File: config.mk
export PLATFORM = sky130hd
export DESIGN_NAME = parser_frame_sequencer
export DESIGN_NICKNAME = d
export VERILOG_FILES = /design/src/rtl/parser_pkg.sv /design/src/rtl/parser_frame_sequencer.sv
export SDC_FILE = /design/constraint.sdc
export NUM_CORES = 1
export LEC_CHECK = 0
export CAP_MARGIN = 25
export CORE_ASPECT_RATIO = 1.75
export CORE_UTILIZATION = 51
export CTS_CLUSTER_SIZE = 25
export DETAILED_ROUTE_END_ITERATION = 16
export MAX_ROUTING_LAYER = met4
export PLACE_DENSITY_LB_ADDON = 0.2
export SLEW_MARGIN = 25
export SYNTH_ARGS = -nofsm -noshare
export SYNTH_HDL_FRONTEND = slang
export SYNTH_SLANG_ARGS = --single-unit
File: constraint.sdc
create_clock -name clk -period 4.11 [get_ports clk]
set_clock_uncertainty 0.15 [all_clocks]
set_input_delay 0.6165 -clock clk [delete_from_list [all_inputs] [get_ports clk]]
set_output_delay 0.6165 -clock clk [all_outputs]
set_load 0.02 [all_outputs]
File: src/rtl/parser_pkg.sv
// Shared types and helpers for the parser frame sequencer.
package parser_pkg;

    localparam int unsigned HDR_BYTES_C = 18;

    typedef enum logic [2:0] {
        IDLE,
        CAPTURE,
        CLASSIFY,
        FORWARD,
        DROP
    } seq_state_t;

    // Sized for the widest supported bus (512 bits -> 64 keep bits); callers zero-extend.
    function automatic logic [6:0] keep_popcount(input logic [63:0] keep);
        logic [6:0] n;
        n = '0;
        for (int i = 0; i < 64; i++) begin
            n = n + {6'd0, keep[i]};
        end
        return n;
    endfunction

endpackage

File: src/rtl/parser_frame_sequencer.sv
// Per-frame control of header capture, classification handshake and payload forward/discard.
module parser_frame_sequencer
    import parser_pkg::*;
#(
    parameter int unsigned DATA_WIDTH = 64,
    parameter int unsigned HDR_BYTES  = HDR_BYTES_C,
    parameter int unsigned CNT_WIDTH  = 16
) (
    input  logic                    clk,
    input  logic                    rst,
    input  logic                    s_axis_tvalid,
    input  logic                    s_axis_tlast,
    input  logic [DATA_WIDTH/8-1:0] s_axis_tkeep,
    output logic                    s_axis_tready,
    output logic                    frame_start,
    output logic                    beat_accept,
    input  logic                    header_valid,
    output logic                    cls_req,
    input  logic                    cls_ack,
    input  logic                    cls_drop,
    input  logic                    fwd_ready,
    output logic                    fwd_en,
    output logic [CNT_WIDTH-1:0]    frame_cnt,
    output logic [CNT_WIDTH-1:0]    drop_cnt,
    output logic [CNT_WIDTH-1:0]    runt_cnt
);

    localparam int unsigned KEEP_W = DATA_WIDTH / 8;

    seq_state_t           state_q, state_d;
    logic [5:0]           byte_cnt_q, byte_cnt_d;
    logic                 tail_seen_q, tail_seen_d;
    logic [CNT_WIDTH-1:0] frame_cnt_q, frame_cnt_d;
    logic [CNT_WIDTH-1:0] drop_cnt_q, drop_cnt_d;
    logic [CNT_WIDTH-1:0] runt_cnt_q, runt_cnt_d;

    logic [63:0] keep_ext;
    logic [6:0]  nbytes;
    logic [7:0]  byte_sum;
    logic        hdr_done;
    logic        hs;

    always_comb begin
        keep_ext = '0;
        keep_ext[KEEP_W-1:0] = s_axis_tkeep;
        nbytes   = keep_popcount(keep_ext);
        byte_sum = {2'b00, byte_cnt_q} + {1'b0, nbytes};
        hdr_done = (byte_sum >= 8'(HDR_BYTES));
    end

    always_comb begin
        unique case (state_q)
            CAPTURE: s_axis_tready = 1'b1;
            FORWARD: s_axis_tready = fwd_ready;
            DROP:    s_axis_tready = 1'b1;
            default: s_axis_tready = 1'b0;
        endcase
    end

    assign hs = s_axis_tvalid & s_axis_tready;

    always_comb begin
        state_d     = state_q;
        byte_cnt_d  = byte_cnt_q;
        tail_seen_d = tail_seen_q;
        frame_cnt_d = frame_cnt_q;
        drop_cnt_d  = drop_cnt_q;
        runt_cnt_d  = runt_cnt_q;
        frame_start = 1'b0;
        beat_accept = 1'b0;
        cls_req     = 1'b0;
        fwd_en      = 1'b0;

        unique case (state_q)
            IDLE: begin
                // Gated by rst so every output reads 0 while reset is held with tvalid high.
                frame_start = s_axis_tvalid & ~rst;
                if (s_axis_tvalid) begin
                    byte_cnt_d  = '0;
                    tail_seen_d = 1'b0;
                    state_d     = CAPTURE;
                end
            end
            CAPTURE: begin
                beat_accept = hs;
                if (hs) begin
                    byte_cnt_d = hdr_done ? 6'(HDR_BYTES) : byte_sum[5:0];
                    if (hdr_done) begin
                        tail_seen_d = s_axis_tlast;
                        state_d     = CLASSIFY;
                    end else if (s_axis_tlast) begin
                        if (runt_cnt_q != '1) runt_cnt_d = runt_cnt_q + CNT_WIDTH'(1);
                        state_d = IDLE;
                    end
                end
            end
            CLASSIFY: begin
                cls_req = header_valid;
                if (header_valid && cls_ack) begin
                    if (cls_drop) begin
                        if (tail_seen_q) begin
                            if (drop_cnt_q != '1) drop_cnt_d = drop_cnt_q + CNT_WIDTH'(1);
                            state_d = IDLE;
                        end else begin
                            state_d = DROP;
                        end
                    end else if (tail_seen_q) begin
                        if (frame_cnt_q != '1) frame_cnt_d = frame_cnt_q + CNT_WIDTH'(1);
                        state_d = IDLE;
                    end else begin
                        state_d = FORWARD;
                    end
                end
            end
            FORWARD: begin
                fwd_en = 1'b1;
                if (hs && s_axis_tlast) begin
                    if (frame_cnt_q != '1) frame_cnt_d = frame_cnt_q + CNT_WIDTH'(1);
                    state_d = IDLE;
                end
            end
            DROP: begin
                if (hs && s_axis_tlast) begin
                    if (drop_cnt_q != '1) drop_cnt_d = drop_cnt_q + CNT_WIDTH'(1);
                    state_d = IDLE;
                end
            end
            default: state_d = IDLE;
        endcase
    end

    always_ff @(posedge clk or posedge rst) begin
        if (rst) begin
            state_q     <= IDLE;
            byte_cnt_q  <= '0;
            tail_seen_q <= 1'b0;
            frame_cnt_q <= '0;
            drop_cnt_q  <= '0;
            runt_cnt_q  <= '0;
        end else begin
            state_q     <= state_d;
            byte_cnt_q  <= byte_cnt_d;
            tail_seen_q <= tail_seen_d;
            frame_cnt_q <= frame_cnt_d;
            drop_cnt_q  <= drop_cnt_d;
            runt_cnt_q  <= runt_cnt_d;
        end
    end

    assign frame_cnt = frame_cnt_q;
    assign drop_cnt  = drop_cnt_q;
    assign runt_cnt  = runt_cnt_q;

endmodule
# Yosys cells after proc, flatten, opt, wreduce, memory -nomap -nowiden
# Cells that the tools add are included.
[classes] addsub=11 n_lt_le_gt_ge=1 n_eq_ne=18 muxes=35 n_bitwise=4 n_reduce_logical=14
[ops] cell="16-bit 2-to-1 mux" n=10
[ops] cell="16-bit one-hot mux with 2 select lines" n=2
[ops] cell="16-bit by 1-bit adder with 16-bit output (second input constant)" n=3
[ops] cell="16-bit != test (second input constant)" n=3
[ops] cell="3-bit 2-to-1 mux" n=8
[ops] cell="5-bit AND reduction" n=4
[ops] cell="6-bit 2-to-1 mux" n=3
[ops] cell="2-bit != test (second input constant)" n=9
[ops] cell="3-bit one-hot mux with 4 select lines" n=1
[ops] cell="6-bit one-hot mux with 2 select lines" n=1
[ops] cell="6-bit by 7-bit adder with 8-bit output" n=1
[ops] cell="8-bit by 5-bit >= comparator with 1-bit output (second input constant)" n=1
[ops] cell="6-bit by 1-bit adder with 7-bit output" n=1
[ops] cell="7-bit by 1-bit adder with 7-bit output" n=1
[ops] cell="1-bit 2-to-1 mux" n=7
[ops] cell="5-bit by 1-bit adder with 6-bit output" n=1
[ops] cell="3-bit by 2-bit == test with 1-bit output (second input constant)" n=2
[ops] cell="2-bit nonzero test" n=3
[ops] cell="4-bit by 1-bit adder with 5-bit output" n=1
[ops] cell="3-bit by 1-bit adder with 4-bit output" n=1
[ops] cell="1-bit one-hot mux with 2 select lines" n=2
[ops] cell="4-bit AND reduction" n=1
[ops] cell="2-bit OR reduction" n=2
[ops] cell="2-bit by 1-bit adder with 3-bit output" n=1
[ops] cell="11 further kinds" n=14
[word_totals] reg_bits=58 output_inout_bits=53

# Longest topological paths before layout
[depth] ltp_word=12 mapped_depth=14 ltp_nobuf=13

# Least setup slack after synthesis
# Ideal clock, no wire load.
[synth_path] path_type="in2reg" startpoint="input port s_axis_tkeep[0]" endpoint="register runt_cnt_q[5], in the netlist runt_cnt[5]" t_arrival_ns=4.040 path_slack_ns=-0.210 cell_stages=13 path_buffers=1 path_cell_list="fa_1 inv_1 fa_1 fa_1 fa_1 fa_1 nand2b_1 a21o_1 xnor2_1 a32oi_1 buf_2 nand4_1 xnor2_1"
[synth_via] elab_chain_cells=11
[synth_lines] item="start: declaration" line="parser_frame_sequencer.sv:13" source="input logic [DATA_WIDTH/8-1:0] s_axis_tkeep,"
[synth_lines] item="1-bit by 1-bit adder with 2-bit output" line="parser_pkg.sv:19" source="n = n + {6'd0, keep[i]};"
[synth_lines] item="2-bit by 1-bit adder with 3-bit output" line="parser_pkg.sv:19"
[synth_lines] item="3-bit by 1-bit adder with 4-bit output" line="parser_pkg.sv:19"
[synth_lines] item="4-bit by 1-bit adder with 5-bit output" line="parser_pkg.sv:19"
[synth_lines] item="5-bit by 1-bit adder with 6-bit output" line="parser_pkg.sv:19"
[synth_lines] item="6-bit by 1-bit adder with 7-bit output" line="parser_pkg.sv:19"
[synth_lines] item="7-bit by 1-bit adder with 7-bit output" line="parser_pkg.sv:19"
[synth_lines] item="6-bit by 7-bit adder with 8-bit output" line="parser_frame_sequencer.sv:47" source="byte_sum = {2'b00, byte_cnt_q} + {1'b0, nbytes};"
[synth_lines] item="8-bit by 5-bit >= comparator with 1-bit output" line="parser_frame_sequencer.sv:48" source="hdr_done = (byte_sum >= 8'(HDR_BYTES));"
[synth_lines] item="1-bit NOT (no line)"
[synth_lines] item="5-bit AND reduction (no line)"
[synth_lines] item="end signal: assignment" line="parser_frame_sequencer.sv:146" source="runt_cnt_q <= runt_cnt_d;"
[synth_lines] item="end: declaration" line="parser_frame_sequencer.sv:35" source="logic [CNT_WIDTH-1:0] runt_cnt_q, runt_cnt_d;"
# Every way passes these cells.
# A chain may end at the register's enable or synchronous reset.

# Worst setup path in the final report
[layout_path] startpoint="input port s_axis_tkeep[0]" endpoint="register runt_cnt_q[1], in the netlist runt_cnt[1]"
# Same word-level chain as after synthesis.

==> results.md <==
• sequential share of the synthesized area: 45.2%
• number of unique standard cell types used by synthesis: 50
• number of synthesized register bits: 58
• Synthesized Nets: 354
• switching power: 0.855 mW
• crit start category: input port
• clock group share of total power: 18.9%
• peak ir drop on the vdd network: 0.000395 V
• clock period minus final worst setup slack: 4130 ps
• detailed-placement wirelength estimate: 5.12 mm
• crit share post-route: 101%
• R2R Path End: runt_cnt[1]
• final net count: 443
• achievable frequency: 242 MHz
• leakage: 1.89 nW
• final non-filler cell area: 4400 um2
• RSZ-0062 raised after global routing: true
• weighted congestion reported at the end of routability-driven placement: 0.835
• CTS tree: yes
• Yosys top cell by area: sky130_fd_sc_hd__dfrtp_1
• Setup Viol. Count Final: 4
• number of synthesis warnings: 0
• arrival time of the worst setup path: 4210 ps
• endpoint class of the critical path: register
• Post-DRT Antenna Nets: 0
• number of enable-type register cells in the synthesized netlist: 0
• initial core utilization: 53.8%
• GRT Total Usage: 25.4%
• DR pass1 iterations: 4
• final hold slack: 334 ps
• CTS Root Cell: sky130_fd_sc_hd__clkbuf_8
• area share of the largest cell type after synthesis: 45.2%
• Reg2Reg Setup Slack: 490 ps
• headroom to the max-slew limit: 39.4%
• antenna diode count: 0
• dominant cells by area after synthesis: sky130_fd_sc_hd__dfrtp_1, sky130_fd_sc_hd__xnor2_1, sky130_fd_sc_hd__nand2_1
• most frequent standard cell in the layout excluding fill and tap cells: sky130_fd_sc_hd__clkdlybuf4s50_1
• Max-cap violations: 0
• antenna violations before repair: 0
• maximum buffer depth of the clock tree: 2
• width of the chip: 62 um
• vias in the first global route: 2796
• Placement Cell Area: 4090 um2
• clock input transition at the sequential cells of the worst setup and hold paths: 60 ps
• clock latency on the worst-skew pair: 340 ps
• crit path max fanout: 7
• status: complete, but fails checks
• most frequent cells in the layout: sky130_fd_sc_hd__clkdlybuf4s50_1, sky130_fd_sc_hd__dfrtp_1, sky130_fd_sc_hd__nand2_1
• post-synthesis cell count: 324
• switch share: 37.8%
• internal power component: 1.41 mW
• number of max-slew violations in the final report: 0
• Pwr Density: 514 nW/um2
• total CTS buffers: 9
• remaining design rule violation count: 0
• portion of total power attributed to sequential cells: 33.5%
• Slew @ Worst Pin: 908 ps
• maximum number of pins on one net before global-route repair: 44
• standard-cell row count: 37
• per-cell via count in the routed design: 5.61
• Overall Power: 2.26 mW
• worst setup path endpoint: runt_cnt[1]
• number of vias after detailed routing: 2778
• die footprint: 6630 um2
• share of synthesized flip-flops with an asynchronous set or reset: 100%
• number of clock sinks: 58
• global-route wire length before repair: 12.0 mm
• logic depth of the worst register-to-register path: 13
• violated checks: setup timing
• slack of the critical path: -22.8 ps
• Iter 0 DRT Violations: 144
• kind of path behind the tightest hold check: reg2reg
• Req. time, crit path: 4190 ps
• routed wire length per instance: 14.9 um
• Top FF cell, synth: sky130_fd_sc_hd__dfrtp_1
• Die Span Y: 107 um
• CP Class: in2reg
• core outline area: 5970 um2
• gr ovfl total: 0
• start point of the critical path: s_axis_tkeep[0]
• average cell area after synthesis: 9.92 um2
• Mapped Area: 3210 um2
• endpoints failing hold: 0
• critical register-to-register path startpoint: byte_cnt_q[0]
• number of I/O port buffers: 68
• logic gate share of total power: 47.6%
• total detailed-routing wirelength: 7.38 mm
• fraction of final layout cells with drive strength greater than 1: 15.8%
• H-tree lvl count: 3
• Ports: 69
• layout overhead on the synthesized area: 37.1%
registers in the layout, summed over array words and instances, names as in the netlist:
signal,cells
tail_seen_q,1
drop_cnt,16
byte_cnt_q,6
state_q,3
frame_cnt,16
runt_cnt,16
critical path, cell delays in order:
cell and delay [ps]:
sky130_fd_sc_hd__buf_6 90, sky130_fd_sc_hd__fa_1 520, sky130_fd_sc_hd__inv_1 50, sky130_fd_sc_hd__fa_1 490
sky130_fd_sc_hd__fa_1 440, sky130_fd_sc_hd__fa_2 370, sky130_fd_sc_hd__fa_2 380, sky130_fd_sc_hd__nand2b_4 150
sky130_fd_sc_hd__a21o_1 170, sky130_fd_sc_hd__buf_4 140, sky130_fd_sc_hd__nand4_1 100, sky130_fd_sc_hd__a32oi_1 70
sky130_fd_sc_hd__buf_4 190, sky130_fd_sc_hd__nand2_2 80, sky130_fd_sc_hd__mux2_2 340
final cells by class:
class                           count  area, um2
Multi-Input combinational cell    239       1790
Sequential cell                    58       1450
Clock inverter                      4       20.0
Clock buffer                       11        131
Fill cell                         434       1570
Tap cell                           78       97.6
Timing Repair Buffer               82        831
Inverter                           23       86.3
metrics by stage:
step | setup TNS, ps | cells | setup slack (ps) | utilization (%)
2_1_floorplan | -829 | 324 | -80.0 | -
3_3_place_gp | -13360 | 475 | -620 | 68.4
3_5_place_dp | -14800 | 475 | -696 | 68.4
4_1_cts | -2900 | 494 | -175 | 72.5
5_1_grt | -2100 | 495 | -153 | 73.7
6_report | -64.9 | 495 | -22.8 | 73.7
cell families (layout without fill, tap and decap cells):
kind of cell | count (synthesis) | after routing | share of synthesized area, %
AOI/OAI and AO/OA | 37 | 37 | 8.33
xor gates and xnor gates | 42 | 42 | 11.4
adders and majority gates | 14 | 14 | 6.62
buffers and inverters | 27 | 120 | 3.27
DFF | 58 | 58 | 45.2
muxes | 5 | 5 | 1.67
and+or+nand+nor | 141 | 141 | 23.5
power groups by stage:
stage	logic, mW	clock network (mW)	registers (mW)
finish	1.08	0.428	0.759
CTS	1.01	0.436	0.760
global route	1.17	0.456	0.775
detailed placement	0.893	0	0.766
global placement	0.865	0	0.765
floorplan	0.508	0	0.784
how the worst min path moves through the flow:
stage	from	to	depth (start not counted)
after global routing	drop_cnt[13]	drop_cnt[13]	1
after detailed placement	byte_cnt_q[0]	byte_cnt_q[0]	2
after CTS	byte_cnt_q[0]	byte_cnt_q[0]	2
after floorplan	byte_cnt_q[0]	byte_cnt_q[0]	2
final	byte_cnt_q[0]	byte_cnt_q[0]	2
after global placement	byte_cnt_q[0]	byte_cnt_q[0]	2
metal layers:
layer  share of wire (%)  GRT usage [%]  wire, um
met4                 3.1           16.7       231
met3                 4.2           3.74       309
met1                  40           27.7      2920
met5                   0              -         0
met2                  53           41.0      3920
Yosys cell counts (2+ instances only):
cell type                  count
sky130_fd_sc_hd__dfrtp_1      58
sky130_fd_sc_hd__nand2_1      34
sky130_fd_sc_hd__xnor2_1      29
sky130_fd_sc_hd__nor2_1       26
sky130_fd_sc_hd__inv_1        23
sky130_fd_sc_hd__nand4_1      20
sky130_fd_sc_hd__nand3_1      17
sky130_fd_sc_hd__xor2_1       13
sky130_fd_sc_hd__nor3_1       11
sky130_fd_sc_hd__a21oi_1       9
sky130_fd_sc_hd__ha_1          9
sky130_fd_sc_hd__and2_1        7
sky130_fd_sc_hd__o21ai_0       6
sky130_fd_sc_hd__fa_1          5
sky130_fd_sc_hd__and3_1        4
sky130_fd_sc_hd__buf_2         3
sky130_fd_sc_hd__mux2_2        3
sky130_fd_sc_hd__nand4b_1      3
sky130_fd_sc_hd__nor4_1        3
sky130_fd_sc_hd__a21o_1        2
sky130_fd_sc_hd__a31o_2        2
sky130_fd_sc_hd__a32oi_1       2
sky130_fd_sc_hd__a41oi_1       2
sky130_fd_sc_hd__and4_1        2
sky130_fd_sc_hd__mux2i_1       2
sky130_fd_sc_hd__nor2b_1       2
sky130_fd_sc_hd__o211ai_1      2
sky130_fd_sc_hd__o22ai_1       2
sky130_fd_sc_hd__o31a_1        2
timing repair:
item,CTS,global route
hold buffers,0,0
cloned,1,0
gates resized for setup,26,12
buffers inserted,3,1
pin swaps,22,16
setup endpoints to repair,23,23
Power figures use the tool's default switching activity.
